$ cat src/rtl/music_box_pkg.sv
// Shared music-box definitions: sequencer state encoding and the generator field widths
// used by the song sequencer and the SignalGenerator bank.
package music_box_pkg;

   localparam int CHANNELS_DEF = 3;
   localparam int FREQ_W_DEF   = 14;
   localparam int AMP_W_DEF    = 8;
   localparam int ROM_W        = 16;

   typedef logic [FREQ_W_DEF-1:0] freq_t;
   typedef logic [AMP_W_DEF-1:0]  amp_t;

   typedef enum logic [2:0] {
      S_IDLE   = 3'd0,
      S_ADDR   = 3'd1,
      S_WAIT   = 3'd2,
      S_CAPT   = 3'd3,
      S_COMMIT = 3'd4,
      S_PLAY   = 3'd5,
      S_DONE   = 3'd6
   } seq_state_e;

   // One frequency word and one amplitude word per channel.
   function automatic int words_per_frame(input int channels);
      return 2 * channels;
   endfunction

endpackage

$ cat src/rtl/song_frame_sequencer_step_timer.sv
// Step timer for the song sequencer: down-counts tick_1Khz pulses while the sequencer is busy
// and flags the tick that ends a step.
module song_step_timer #(
   parameter int STEP_MS = 50
) (
   input  logic clock_50Mhz,
   input  logic reset_n,
   input  logic tick_i,
   input  logic en_i,
   input  logic clear_i,
   output logic step_done_o
);

   localparam int CNT_W = $clog2(STEP_MS + 1);
   localparam logic [CNT_W-1:0] RELOAD = CNT_W'(STEP_MS);

   logic [CNT_W-1:0] left_q;
   logic [CNT_W-1:0] left_d;

   assign step_done_o = en_i && tick_i && !clear_i && (left_q == CNT_W'(1));

   // The tick that finishes a step reloads the counter, so the next step starts clean.
   always_comb begin
      left_d = left_q;
      if (clear_i) begin
         left_d = RELOAD;
      end else if (en_i && tick_i) begin
         left_d = step_done_o ? RELOAD : left_q - CNT_W'(1);
      end
   end

   always_ff @(posedge clock_50Mhz) begin
      if (!reset_n) begin
         left_q <= RELOAD;
      end else begin
         left_q <= left_d;
      end
   end

endmodule

$ cat src/rtl/song_frame_sequencer.sv
// Song frame sequencer: fetches one frame per step from the song ROM and commits it atomically
// to the generator bank. Define SONG_SEQ_LOOP_EN to loop the song instead of finishing.
//
// state  | meaning
// IDLE   | waiting for start
// ADDR   | rom_addr presented for the current word
// WAIT   | ROM latency countdown
// CAPT   | rom_data captured into the word's shadow register
// COMMIT | full frame moved to ch_*, frame_strobe high
// PLAY   | counting out the step
// DONE   | one-cycle completion, amplitudes silenced
module song_frame_sequencer
   import music_box_pkg::*;
#(
   parameter int CHANNELS    = CHANNELS_DEF,
   parameter int FRAME_COUNT = 184,
   parameter int STEP_MS     = 50,
   parameter int ROM_LATENCY = 1,
   parameter int ADDR_W      = 16,
   parameter int FREQ_W      = FREQ_W_DEF,
   parameter int AMP_W       = AMP_W_DEF
) (
   input  logic                       clock_50Mhz,
   input  logic                       reset_n,
   input  logic                       tick_1Khz,
   input  logic                       start,
   input  logic                       abort,
   output logic [ADDR_W-1:0]          rom_addr,
   input  logic [ROM_W-1:0]           rom_data,
   output logic [CHANNELS*FREQ_W-1:0] ch_frequency,
   output logic [CHANNELS*AMP_W-1:0]  ch_amplitude,
   output logic                       frame_strobe,
   output logic [ADDR_W-1:0]          current_frame,
   output logic                       busy,
   output logic                       stateComplete
);

   localparam int WORDS   = words_per_frame(CHANNELS);
   localparam int WORD_W  = (WORDS > 1) ? $clog2(WORDS) : 1;
   localparam int LAT_W   = 2;
   localparam int FIELD_W = (FREQ_W > AMP_W) ? FREQ_W : AMP_W;
   localparam logic [WORD_W-1:0] LAST_WORD  = WORD_W'(WORDS - 1);
   localparam logic [ADDR_W-1:0] LAST_FRAME = ADDR_W'(FRAME_COUNT - 1);
   localparam longint unsigned   SONG_WORDS = longint'(FRAME_COUNT) * longint'(WORDS);
   localparam longint unsigned   ADDR_SPAN  = 64'd1 << ADDR_W;

   if (SONG_WORDS > ADDR_SPAN) begin : g_span_chk
      $error("song_frame_sequencer: FRAME_COUNT*2*CHANNELS exceeds 2**ADDR_W");
   end
   if (ROM_LATENCY < 1 || ROM_LATENCY > 4) begin : g_lat_chk
      $error("song_frame_sequencer: ROM_LATENCY must be 1..4");
   end

   seq_state_e                          state_q, state_d;
   logic [ADDR_W-1:0]                   frame_q, frame_d;
   logic [WORD_W-1:0]                   word_q, word_d;
   logic [LAT_W-1:0]                    lat_q, lat_d;
   logic [ADDR_W-1:0]                   cur_frame_q, cur_frame_d;
   logic [WORDS-1:0][FIELD_W-1:0]       shadow_q, shadow_n;
   logic [CHANNELS*FREQ_W-1:0]          freq_q, freq_d;
   logic [CHANNELS*AMP_W-1:0]           amp_q, amp_d;
   logic                                step_clr;
   logic                                step_done;
   logic                                unused_bits;

   song_step_timer #(
      .STEP_MS (STEP_MS)
   ) u_step_timer (
      .clock_50Mhz (clock_50Mhz),
      .reset_n     (reset_n),
      .tick_i      (tick_1Khz),
      .en_i        (busy),
      .clear_i     (step_clr),
      .step_done_o (step_done)
   );

   always_comb begin
      state_d  = state_q;
      frame_d  = frame_q;
      word_d   = word_q;
      lat_d    = lat_q;
      step_clr = 1'b0;
      unique case (state_q)
         S_IDLE: begin
            if (start && !abort) begin
               state_d  = S_ADDR;
               frame_d  = '0;
               word_d   = '0;
               step_clr = 1'b1;
            end
         end
         S_ADDR: begin
            state_d = S_WAIT;
            lat_d   = LAT_W'(ROM_LATENCY - 1);
         end
         S_WAIT: begin
            if (lat_q == '0) begin
               state_d = S_CAPT;
            end else begin
               lat_d = lat_q - LAT_W'(1);
            end
         end
         S_CAPT: begin
            if (word_q == LAST_WORD) begin
               state_d = S_COMMIT;
            end else begin
               word_d  = word_q + WORD_W'(1);
               state_d = S_ADDR;
            end
         end
         S_COMMIT: begin
            state_d = S_PLAY;
         end
         S_PLAY: begin
            if (step_done) begin
               word_d = '0;
               if (frame_q == LAST_FRAME) begin
`ifdef SONG_SEQ_LOOP_EN
                  frame_d = '0;
                  state_d = S_ADDR;
`else
                  state_d = S_DONE;
`endif
               end else begin
                  frame_d = frame_q + ADDR_W'(1);
                  state_d = S_ADDR;
               end
            end
         end
         S_DONE: begin
            state_d = S_IDLE;
            frame_d = '0;
            word_d  = '0;
         end
         default: begin
            state_d = S_IDLE;
         end
      endcase
      if (abort && state_q != S_IDLE && state_q != S_DONE) begin
         state_d = S_DONE;
      end
   end

   // The last word bypasses its shadow so the frame lands on ch_* in the COMMIT cycle itself.
   always_comb begin
      shadow_n    = shadow_q;
      freq_d      = freq_q;
      amp_d       = amp_q;
      cur_frame_d = cur_frame_q;
      if (state_q == S_CAPT) begin
         shadow_n[word_q] = rom_data[FIELD_W-1:0];
      end
      if (state_q == S_CAPT && state_d == S_COMMIT) begin
         for (int c = 0; c < CHANNELS; c++) begin
            freq_d[c*FREQ_W +: FREQ_W] = shadow_n[2*c][FREQ_W-1:0];
            amp_d[c*AMP_W +: AMP_W]    = shadow_n[2*c+1][AMP_W-1:0];
         end
         cur_frame_d = frame_q;
      end
      if (state_d == S_DONE) begin
         amp_d = '0;
      end
   end

   always_ff @(posedge clock_50Mhz) begin
      if (!reset_n) begin
         state_q     <= S_IDLE;
         frame_q     <= '0;
         word_q      <= '0;
         lat_q       <= '0;
         cur_frame_q <= '0;
         shadow_q    <= '0;
         freq_q      <= '0;
         amp_q       <= '0;
      end else begin
         state_q     <= state_d;
         frame_q     <= frame_d;
         word_q      <= word_d;
         lat_q       <= lat_d;
         cur_frame_q <= cur_frame_d;
         shadow_q    <= shadow_n;
         freq_q      <= freq_d;
         amp_q       <= amp_d;
      end
   end

   assign rom_addr      = frame_q * ADDR_W'(WORDS) + ADDR_W'(word_q);
   assign ch_frequency  = freq_q;
   assign ch_amplitude  = amp_q;
   assign current_frame = cur_frame_q;
   assign frame_strobe  = (state_q == S_COMMIT);
   assign stateComplete = (state_q == S_DONE);
   assign busy          = (state_q != S_IDLE);
   assign unused_bits   = ^{rom_data, shadow_q};

endmodule

$ cat config.mk
export PLATFORM = sky130hd
export DESIGN_NAME = song_frame_sequencer
export DESIGN_NICKNAME = d
export VERILOG_FILES = /design/src/rtl/music_box_pkg.sv /design/src/rtl/song_frame_sequencer_step_timer.sv /design/src/rtl/song_frame_sequencer.sv
export SDC_FILE = /design/constraint.sdc
export NUM_CORES = 1
export LEC_CHECK = 0
export ABC_CLOCK_PERIOD_IN_PS = 7900
export BUFFER_PORTS_ARGS = -buffer_cell sky130_fd_sc_hd__buf_2
export CAP_MARGIN = 0
export CELL_PAD_IN_SITES_DETAIL_PLACEMENT = 1
export CELL_PAD_IN_SITES_GLOBAL_PLACEMENT = 2
export CORE_ASPECT_RATIO = 1.4
export CORE_MARGIN = 3
export CORE_UTILIZATION = 40
export CTS_BUF_LIST = sky130_fd_sc_hd__clkbuf_4 sky130_fd_sc_hd__clkbuf_8
export DETAILED_ROUTE_END_ITERATION = 12
export PLACE_DENSITY_LB_ADDON = 0.12
export RECOVER_POWER = 25
export SLEW_MARGIN = 10
export SYNTH_ARGS = -nofsm -noshare
export SYNTH_HDL_FRONTEND = slang
export SYNTH_SLANG_ARGS = --single-unit
export TNS_END_PERCENT = 30
$ cat constraint.sdc
create_clock -name clock_50Mhz -period 7.9 [get_ports clock_50Mhz]
set_input_delay 1.58 -clock clock_50Mhz [delete_from_list [all_inputs] [get_ports clock_50Mhz]]
set_output_delay 1.58 -clock clock_50Mhz [all_outputs]
set_load 0.05 [all_outputs]
==> metrics.cfg <==
[status]
status = complete, no violations

[worst_setup_path]
timing.rr.start = state_q[1]
critPathBufInv = 2
slowest_delay_ns = 0.48
worstSetupEndpointType = output pin
critical_path.cell_chain = ha_1 > inv_1 > fa_1 > o21bai_1 > a21oi_1 > xnor2_1 > nand3_1 > nor4b_4 > a41oi_1 > a211oi_2 > xnor2_1 > buf_2
cp_max_fo = 7
worst_ep_required_time_ns = 6.32
crit_type = reg2out
rrSetupSlack_ns = 4.35
cp_top_family = compound AO/OA/AOI/OAI gates
start_kind = register
crit_start = frame_q[0]
slowest_stage = dfxtp_1
cp.arrival_ns = 4.11
cpMostUsedCell = xnor2_1

[hold_path]
holdCritPathClass = reg2reg
hold_start = current_frame[12]

[clock_tree]
cts_buffers = 17
cts.path.max_buffers = 2
insertion_delay_ns = 0.46
cts.sink_count = 178
path_clk_slew_ns = 0.09
htreeDepth = 4
cts_root_buffer = clkbuf_8
hold_buffers = 0
cts_resized = 0
cts_tree = yes
postCtsSetupBuffers = 0

[synth]
netlist.area_leader.share_pct = 44.2
ys_types = 69
synthFlopType = dfxtp_1
syn_nets = 894
yosys_register_bits = 178
yosysMostFrequentCell = dfxtp_1
postSynth.asyncResetShare_pct = 0
synth-edff-count = 0
syn_inst = 845
netlist_area_um2 = 8070
ys_top_cells_by_area = dfxtp_1 (44%), mux2i_1 (8.2%), nor2b_1 (5.6%)
ys_top_cells_by_count = dfxtp_1 (178), nand2_1 (94), nor2b_1 (72)
ys_seq_area_share_pct = 44.2
yosys.area.top_type = dfxtp_1
postSynthAreaPerCell_um2 = 9.55
ys.warnings.count = 0

[layout]
fin_nets = 984
area_growth_pct = 12.6
antenna_cells = 0
final.fill_count = 2323
drive_gt1_share_pct = 12.4

[routing]
routed_via_density = 5.22
wirelength_mm = 20.1
firstDrtPassIters = 4
drc = 0
drt.antenna.violating_nets = 0
drt_iter0_markers = 259
num_vias = 6249
routedWlPerCell_um = 16.8

[power_and_ir_drop]
pwr_density_cell_nw_per_um2 = 202
leakagePower_nw = 4.26
total_power_mw = 1.83
max-vdd-ir-drop_mv = 0.133

[placed_design]
port-buffer-count = 119
dp_slack_ns = 2.67
finalWeightedCongestion = 0.817
hpwl_mm = 14.6

[flow_run]
cap_violations = 0

[grt]
grt_pass1_vias = 6428
grt_max_degree = 118
antenna_found_initial = 0
grt_overflow_total = 0
track_usage_pct = 18.3
grt_pass1_wl_mm = 32.6

[floorplanning]
core_um2 = 19500
die_w_um = 126
rows = 60
die_h_um = 174
start_util_pct = 41.3
ios = 122
die_area_um2 = 21900

[timing]
tightest_slew_ns = 1.11
setup_slack_ns = 2.21
finalSetupViolCount = 0
whs_ns = 0.470
finalClockSkew_ns = 0.0144
maxSlewViolCount = 0
fmax_ghz = 0.176
hold_viol_final = 0
fin_tns_setup_ns = 0
fin_crit_ns = 5.69
rsz0062_at_grt = false
period_share_pct = 72.0
max-slew-margin-rel_pct = 26.0

-- worst reg2reg max path, delay by kind of cell (launching register included) --
kind | cells | cell delay (ns)
simple gates | 3 | 1.15
flops | 1 | 0.67
compound gates | 5 | 1.59
-- cell families (layout without fill, tap and decap cells) --
logic type,after synthesis,after routing,share of synthesized area [%]
XOR/XNOR,37,37,4.02
AO/OA/AOI/OAI,155,155,15.3
flip-flops,178,178,44.2
buffers and inverters,81,184,4.17
adder cells (fa/ha/maj),28,28,4.53
multiplexers,68,68,8.51
AND/OR/NAND/NOR,298,298,19.3
-- cell usage in the layout (no fill, tap or decap), types with 19 or more instances in the layout --
cell type  netlist  layout
dfxtp_1        178     178
nand2_1         94      94
nor2b_1         72      72
mux2i_1         66      66
buf_2           17      61
clkbuf_1        30      58
nor2_1          57      57
o211a_1         42      42
inv_1           28      28
a211oi_1        26      26
ha_1            26      26
xnor2_1         24      24
a21boi_0        19      19
-- power by group --
part	switching, mW	internal [mW]	leakage, nW	total [mW]
logic	0.171	0.0769	2.62	0.248
registers	0.0331	0.915	1.43	0.948
clock network	0.367	0.271	0.206	0.638
total	0.571	1.26	4.26	1.83
-- flip-flops by register name (all words and copies together) (netlist names) --
| signal | flops |
|---|---|
| frame_q | 16 |
| word_q | 3 |
| lat_q | 2 |
| current_frame | 16 |
| shadow_q | 66 |
| u_step_timer.left_q | 6 |
| ch_amplitude | 24 |
| state_q | 3 |
| ch_frequency | 42 |
-- per-stage QoR --
| step | cells | util [%] | area, um^2 |
|---|---|---|---|
| after floorplan | 845 | - | 8070 |
| after global placement | 1164 | 45.0 | 8780 |
| after detailed placement | 1164 | 45.0 | 8780 |
| after CTS | 1196 | 47.1 | 9190 |
| after global routing | 1196 | 46.5 | 9080 |
| final | 1196 | 46.5 | 9080 |
-- worst paths after layout --
kind | endpoint | cells after the start
hold reg to reg | current_frame[12] | 2
hold / removal | current_frame[12] | 2
setup / recovery | rom_addr[15] | 12
setup reg to reg | ch_amplitude[6] | 8
-- layout make-up --
class | count | area, um^2 | share of cell area (%)
multi-input cells | 586 | 4140 | 45.6
flip-flops and latches | 178 | 3560 | 39.2
repair buffers | 123 | 553 | 6.09
well taps | 248 | 310 | 3.42
clock buffers | 18 | 241 | 2.66
clock inverters | 14 | 161 | 1.78
inverters | 29 | 109 | 1.20
-- metal layers --
metal	vias to the layer above	track usage, %	wire length, um
li1	3102	-	-
met1	3020	21.0	8540
met3	20	4.70	761
met4	0	5.37	311
met2	107	33.1	10500
met5	-	0	0
(Power assumes the default switching activity.)
